File: src/rtl/fsmc_reg_slave.sv
// Asynchronous FSMC bus slave: synchronises the strobes and issues one-cycle register strobes.
// Optional transaction timeout with DRAIN recovery is compiled in by defining FSMC_TIMEOUT_EN.
module fsmc_reg_slave #(
  parameter int unsigned ADRW    = 1,
  parameter int unsigned DATW    = 16,
  parameter int unsigned TIMEOUT = 255
) (
  input  logic            clk,
  input  logic            rst,
  input  logic            aNE,
  input  logic            aNOE,
  input  logic            aNWE,
  input  logic [ADRW-1:0] aAn,
  input  logic [DATW-1:0] aDn,
  output logic [ADRW-1:0] rw_adr,
  output logic            do_write,
  output logic [DATW-1:0] w_data,
  output logic            do_read,
  input  logic [DATW-1:0] read_data,
  output logic            io_output,
  output logic [DATW-1:0] io_data,
  output logic            err_timeout
);

  if (TIMEOUT < 4 || TIMEOUT > 65535) begin : g_timeout_range
    $error("fsmc_reg_slave: TIMEOUT must lie in 4..65535");
  end

  typedef enum logic [4:0] {
    StIdle  = 5'b00001,
    StWrite = 5'b00010,
    StRead1 = 5'b00100,
    StRead2 = 5'b01000,
    StDrain = 5'b10000
  } state_e;

  state_e state_q, state_d;

  logic [1:0] ne_sync_q, noe_sync_q, nwe_sync_q;
  logic       ne_s, noe_s, nwe_s;

  logic [ADRW-1:0] rw_adr_q, rw_adr_d;
  logic [DATW-1:0] w_data_q, w_data_d;
  logic [DATW-1:0] io_data_q, io_data_d;
  logic            do_write_q, do_write_d;
  logic            do_read_q, do_read_d;
  logic            timeout_hit;

  // Synchronisers idle high so a bus held active across reset is only seen after two edges.
  always_ff @(posedge clk or posedge rst) begin
    if (rst) begin
      ne_sync_q  <= 2'b11;
      noe_sync_q <= 2'b11;
      nwe_sync_q <= 2'b11;
    end else begin
      ne_sync_q  <= {ne_sync_q[0], aNE};
      noe_sync_q <= {noe_sync_q[0], aNOE};
      nwe_sync_q <= {nwe_sync_q[0], aNWE};
    end
  end

  assign ne_s  = ne_sync_q[1];
  assign noe_s = noe_sync_q[1];
  assign nwe_s = nwe_sync_q[1];

  // State register and registered datapath.
  always_ff @(posedge clk or posedge rst) begin
    if (rst) begin
      state_q    <= StIdle;
      rw_adr_q   <= '0;
      w_data_q   <= '0;
      io_data_q  <= '0;
      do_write_q <= 1'b0;
      do_read_q  <= 1'b0;
    end else begin
      state_q    <= state_d;
      rw_adr_q   <= rw_adr_d;
      w_data_q   <= w_data_d;
      io_data_q  <= io_data_d;
      do_write_q <= do_write_d;
      do_read_q  <= do_read_d;
    end
  end

  // Next-state logic; write wins when both strobes are seen together in IDLE.
  always_comb begin
    state_d = state_q;
    unique case (state_q)
      StIdle: begin
        if (!ne_s) begin
          if (!nwe_s) begin
            state_d = StWrite;
          end else if (!noe_s) begin
            state_d = StRead1;
          end
        end
      end
      StWrite: begin
        if (ne_s || nwe_s) begin
          state_d = StIdle;
        end else if (timeout_hit) begin
          state_d = StDrain;
        end
      end
      StRead1: begin
        if (ne_s || noe_s) begin
          state_d = StIdle;
        end else if (timeout_hit) begin
          state_d = StDrain;
        end else begin
          state_d = StRead2;
        end
      end
      StRead2: begin
        if (ne_s || noe_s) begin
          state_d = StIdle;
        end else if (timeout_hit) begin
          state_d = StDrain;
        end
      end
      StDrain: begin
        if (ne_s && noe_s && nwe_s) begin
          state_d = StIdle;
        end
      end
      default: state_d = StIdle;
    endcase
  end

  // Output and latch-point logic.
  always_comb begin
    do_write_d = (state_q == StIdle) && (state_d == StWrite);
    do_read_d  = (state_q == StIdle) && (state_d == StRead1);
    rw_adr_d   = rw_adr_q;
    w_data_d   = w_data_q;
    io_data_d  = io_data_q;
    if (do_write_d || do_read_d) begin
      rw_adr_d = aAn;
    end
    if (do_write_d) begin
      w_data_d = aDn;
    end
    if ((state_q == StRead1) && (state_d == StRead2)) begin
      io_data_d = read_data;
    end
    // Pad drive follows the synced strobes directly so it releases without an extra cycle.
    io_output = (state_q == StRead2) && !ne_s && !noe_s;
  end

`ifdef FSMC_TIMEOUT_EN
  localparam logic [15:0] TimeoutCnt = 16'(TIMEOUT);

  logic [15:0] cnt_q, cnt_d;
  logic        err_q, err_d;
  logic        active_d;

  assign active_d    = (state_d == StWrite) || (state_d == StRead1) || (state_d == StRead2);
  assign timeout_hit = (cnt_q == TimeoutCnt);

  always_comb begin
    cnt_d = cnt_q;
    if (active_d) begin
      cnt_d = (state_d != state_q) ? 16'd0 : cnt_q + 16'd1;
    end
    err_d = (state_d == StDrain) && (state_q != StDrain);
  end

  always_ff @(posedge clk or posedge rst) begin
    if (rst) begin
      cnt_q <= 16'd0;
      err_q <= 1'b0;
    end else begin
      cnt_q <= cnt_d;
      err_q <= err_d;
    end
  end

  assign err_timeout = err_q;
`else
  assign timeout_hit = 1'b0;
  assign err_timeout = 1'b0;
`endif

  assign rw_adr   = rw_adr_q;
  assign w_data   = w_data_q;
  assign io_data  = io_data_q;
  assign do_write = do_write_q;
  assign do_read  = do_read_q;

endmodule

File: config.mk
export PLATFORM = sky130hd
export DESIGN_NAME = fsmc_reg_slave
export DESIGN_NICKNAME = d
export VERILOG_FILES = /design/src/rtl/fsmc_reg_slave.sv
export SDC_FILE = /design/constraint.sdc
export NUM_CORES = 1
export LEC_CHECK = 0
export BUFFER_PORTS_ARGS = -buffer_cell sky130_fd_sc_hd__buf_2
export CAP_MARGIN = 20
export CELL_PAD_IN_SITES_DETAIL_PLACEMENT = 1
export CELL_PAD_IN_SITES_GLOBAL_PLACEMENT = 1
export CORE_MARGIN = 4
export CORE_UTILIZATION = 41
export DETAILED_ROUTE_END_ITERATION = 7
export HOLD_SLACK_MARGIN = 0.12
export PLACE_DENSITY = 0.84
export SYNTH_ARGS = -nofsm -noshare
export SYNTH_HDL_FRONTEND = slang
export SYNTH_SLANG_ARGS = --single-unit
File: constraint.sdc
create_clock -name clk -period 3.2 [get_ports clk]
set_clock_uncertainty 0.2 [all_clocks]
set_input_delay 0.16 -clock clk [delete_from_list [all_inputs] [get_ports clk]]
set_output_delay 0.16 -clock clk [all_outputs]
set_load 0.01 [all_outputs]
Word level (Yosys, flattened, before mapping)
Cells that the tools add are included.

Bits of input ports: 38. Flip-flop bits (word level): 46. Logic and storage cells: 37.

Mux-type cells: 8. Reduce and logical (&&, ||, !) cells: 12. Eq/ne operators: 8.

Operators by type and width (count): two-way mux 5 bit (6); one-hot mux 5 bit (5 select lines) (1); equality test 5 x 2 -> 1 bit (second input constant) (2); equality test 5 x 3 -> 1 bit (second input constant) (2); equality test 5 x 4 -> 1 bit (second input constant) (2); logical AND 1 bit (7); equality test 5 x 1 -> 1 bit (second input constant) (1); equality test 5 bit (second input constant) (1); two-way mux 4 bit (1); logical OR 1 bit (3); logical NOT 1 bit (2).

Longest topological paths before layout
Depth after elaboration: 7. Mapped depth: 5. Mapped depth without buffers: 4.

Worst setup path before layout
Ideal clock, no wire load.

Path kind: reg-to-reg. From: register state_q[0]. To: register w_data_q[0] (netlist: w_data[0]). Data arrival time: 1.329 ns. Required time: 2.875 ns. Period minus slack after synthesis: 1.654 ns. Library setup time: 0.125 ns. Path slack: 1.546 ns. Cell stages (with the launch flop): 5. Buffers on the path: 2. Path through: dfstp_2 -> buf_2 -> nand4_4 -> buf_6 -> mux2_4.

Word-level cells in the longest chain between the ends: 6.

Ends and longest elaborated chain: from (decl) (line 37) `state_e state_q, state_d;`; from (signal assigned) (line 69) `state_q <= StIdle;`; from (signal assigned) (line 76) `state_q <= state_d;`; two-way mux 5 bit (line 93) `end else if (!noe_s) begin`; two-way mux 5 bit (line 91) `if (!nwe_s) begin`; two-way mux 5 bit (line 90) `if (!ne_s) begin`; one-hot mux 5 bit (5 select lines) (line 88) `unique case (state_q)`; equality test 5 x 2 -> 1 bit (line 132) `do_write_d = (state_q == StIdle) && (state_d == StWrite);`; logical AND 1 bit * (line 132); to (signal assigned) (line 78) `w_data_q <= w_data_d;`; to (decl) (line 43) `logic [DATW-1:0] w_data_q, w_data_d;`.

Mark *: on every way between the ends. The rest lies on a longest branch, timed or not. A chain may end at the register's enable or synchronous reset.

Worst setup path after layout
From: register state_q[3]. To: register rw_adr_q (netlist: rw_adr).

Word-level cells in the longest chain between the ends: 7.

Ends and longest elaborated chain: two-way mux 5 bit (line 93); two-way mux 5 bit (line 91); two-way mux 5 bit (line 90); one-hot mux 5 bit (5 select lines) (line 88); equality test 5 x 2 -> 1 bit or equality test 5 x 3 -> 1 bit (tied branches) (line 132, 133); logical AND 1 bit (on tied branches) (line 132, 133); logical OR 1 bit * (line 137) `if (do_write_d || do_read_d) begin`; to (signal assigned) (line 77) `rw_adr_q <= rw_adr_d;`; to (decl) (line 42) `logic [ADRW-1:0] rw_adr_q, rw_adr_d;`.

Marked as above.

==> flow_summary_export.csv <==
group,metric,value,unit
place,placed_cell_area,2310,µm²
finish,nNetsFinal,274,
detailed_routing,drc_errors,0,
setup_path,worstPathArrival,2.02,ns
setup_path,crit_family,"simple AND/OR/NAND/NOR gates",
clocking,cts_setup_buffers,0,
yosys,ys_types,31,
setup_path,critical-path-max-stage-delay,0.50,ns
global_routing,grt_pass1_vias,1733,
power,power,2.18,mW
clocking,cts_tree,"done",
yosys,syn_nets,163,
yosys,yosysTopAreaCell,"dfrtp_1",
yosys,yosysWarnings,0,
clocking,ctsHtreeMaxLevel,2,
sta,layout_setup_ws,1.16,ns
detailed_routing,drt.antenna.violating_nets,0,
yosys,synth-compound-area-share,3.11,%
floorplan,start_util,43.5,%
setup_path,path_buf_inv,0,
place,pre_cts_ws,1.20,ns
yosys,ys_ff_latch,46,
place,placedCellCount,244,
finish,nFillCells,458,
place,io_buffers,73,
clocking,cts_inserted_buffers,5,
sta,clock.fmax,490,MHz
finish,final_cells,289,
place,hpwl,3330,µm
global_routing,top_usage_layer,"met2",
power,total_leakage_power,1.36,nW
finish,syn_to_final_growth,44.6,%
detailed_routing,drt_wl_total,6230,µm
place,gp_congestion,0.836,
global_routing,grt_max_degree,47,
yosys,synthAdderAreaFrac,0,%
yosys,postSynthCellCount,125,
detailed_routing,drt-pass1-iter-count,4,
power,p_per_area,782,nW/µm²
finish,final_area,2790,µm²
detailed_routing,vias_per_cell,5.09,
yosys,synthXorXnorAreaFrac,0.907,%
yosys,ys_async_sr_fraction,100,%
yosys,synth.top_cells.by_area,"dfrtp_1 (51%), mux2_4 (15%), dfstp_2 (9.5%), mux2_2 (8.2%), nand4_4 (2.2%)",
sta,setup_violations,0,
yosys,synth.top_cell.area_share,50.5,%
setup_path,path_class,"register to register",
clocking,cts.path.max_buffers,2,
clocking,clk-insertion-delay-late,0.29,ns
setup_path,start_kind,"register",
power,ir_drop,556,µV
sta,setup_tns,0,ns
finish,seq_area,1160,µm²
sta,rsz0062_at_grt,"false",
job,drv_cap,0,
status,status,"completed",
setup_path,critPathCaptureType,"register",
clocking,cts_sinks,46,
setup_path,crit_slowest_cell,"dfrtp_1",
floorplan,ioPinCount,75,
yosys,synth_edf_count,0,
detailed_routing,num_vias,1471,
sta,finalHoldViolCount,0,
clocking,clk_pin_slew,0.09,ns
sta,period_share,63.7,%
finish,diodes,0,
sta,relSlewSlack,38.0,%
yosys,synth_top_family_by_area,"multiplexers",
floorplan,num_rows,24,
global_routing,use_met3,5.20,%
hold_path,min_path_type,"register to register",
finish,multi_input_area,717,µm²
floorplan,dieArea,5870,µm²
yosys,muxShareOfSynthArea,23.4,%
detailed_routing,drtIter0Drc,122,
sta,report.final.slew_viol_count,0,
sta,tightest_slew,0.928,ns
clocking,root_buffer,"clkbuf_8",
floorplan,die_h,76.6,µm
global_routing,antenna_found_initial,0,
global_routing,gr-total-overflow,0,
detailed_routing,routedWlPerCell,21.6,µm
yosys,synth.cell_area,1930,µm²
floorplan,die_w,76.6,µm
finish,fin_util,62.9,%
global_routing,grt_pass1_wl,10100,µm
setup_path,crit_chain,"nor2_4 -> nand4_4 -> o21ai_0 -> mux2_2",
finish,drive_above_1_share,54.0,%
setup_path,worstPathRequired,3.18,ns
yosys,synth_top_flop_cell,"dfrtp_1",
global_routing,use_met1,28.1,%
global_routing,grt_use_total,22.9,%
setup_path,crit_path_max_fanout,18,
sta,fin_crit,2.04,ns
sta,holdWs,0.164,ns
yosys,seq_area_frac_synth,60.0,%
yosys,syn_avg_cell_area,15.5,µm²
yosys,yosys.area_share.simple,9.46,%
global_routing,grt.met2_usage,40.0,%
floorplan,core,4440,µm²
## final timing paths
kind / start / to / slack, ns / cells after the start
max reg2reg: state_q[3] / rw_adr / 1.16 / 4
max in group asynchronous: rst / state_q[1] / 1.78 / 3
max: state_q[3] / rw_adr / 1.16 / 4
min reg2reg: noe_sync_q[0] / noe_sync_q[1] / 0.16 / 0
min: noe_sync_q[0] / noe_sync_q[1] / 0.16 / 0
min in group asynchronous: rst / w_data[2] / 0.44 / 3
## routing by layer
metal | wire (µm) | vias up
li1 | - | 659
met1 | 2530 | 747
met2 | 3270 | 58
met3 | 361 | 7
met4 | 68 | 0
met5 | 0 | -
## cell usage after synthesis, types with 2 or more instances
master / instances
nor2_4: 2
nor2_2: 2
inv_1: 2
nor2_1: 5
buf_6: 2
nand2_1: 2
buf_4: 2
o21ai_0: 5
buf_2: 2
mux2_4: 19
nand3_1: 3
dfstp_2: 7
dfrtp_1: 39
nand4_4: 2
mux2_2: 14
a31oi_1: 2
## sequential cells by signal, indices dropped and copies added, names as in the netlist
name        cells
ne_sync_q       2
state_q         5
w_data         16
noe_sync_q      2
do_write        1
io_data        16
rw_adr          1
do_read         1
nwe_sync_q      2
## cells in the final DEF (no fill, tap or decap), types with 2 or more instances in the layout
master and instances:
buf_2 73, dlygate4sd3_1 37, nor2_1 5, nand2_1 2, nand4_4 2, nor2_2 2, clkbuf_8 5, o21ai_0 5
dfstp_2 7, clkinv_2 2, dfrtp_1 39, nor2_4 2, mux2_2 14, a31oi_1 2, nand3_1 3, mux2_4 19
## cell type report
type	instances	area share (%)
Sequential cell	46	41.5
Tap cell	52	2.33
Inverter	2	0.269
Multi-Input combinational cell	71	25.7
Timing Repair Buffer	110	26.3
Clock buffer	5	2.46
Clock inverter	3	1.43
## what timing repair did
action	in CTS	in global routing
hold buffers	37	0
gates resized for setup	0	0
hold endpoints to repair	75	0
## worst register-to-register path, cell delays in order (launching register included)
cell     delay [ns]
dfrtp_1        0.50
nor2_4         0.25
nand4_4        0.38
o21ai_0        0.23
mux2_2         0.36
## cells by family after synthesis
family          Yosys count
flops                    46
mux                      34
other cells               1
buf+inv                   8
simple gates             24
xor+xnor                  2
compound gates           10
## power by group
part           leakage [nW]  total, mW  internal [mW]  switching (mW)
clock network        0.0579      0.430          0.230           0.200
registers             0.541      0.972          0.794           0.178
logic                 0.766      0.783          0.420           0.363
(Power assumes the default switching activity.)
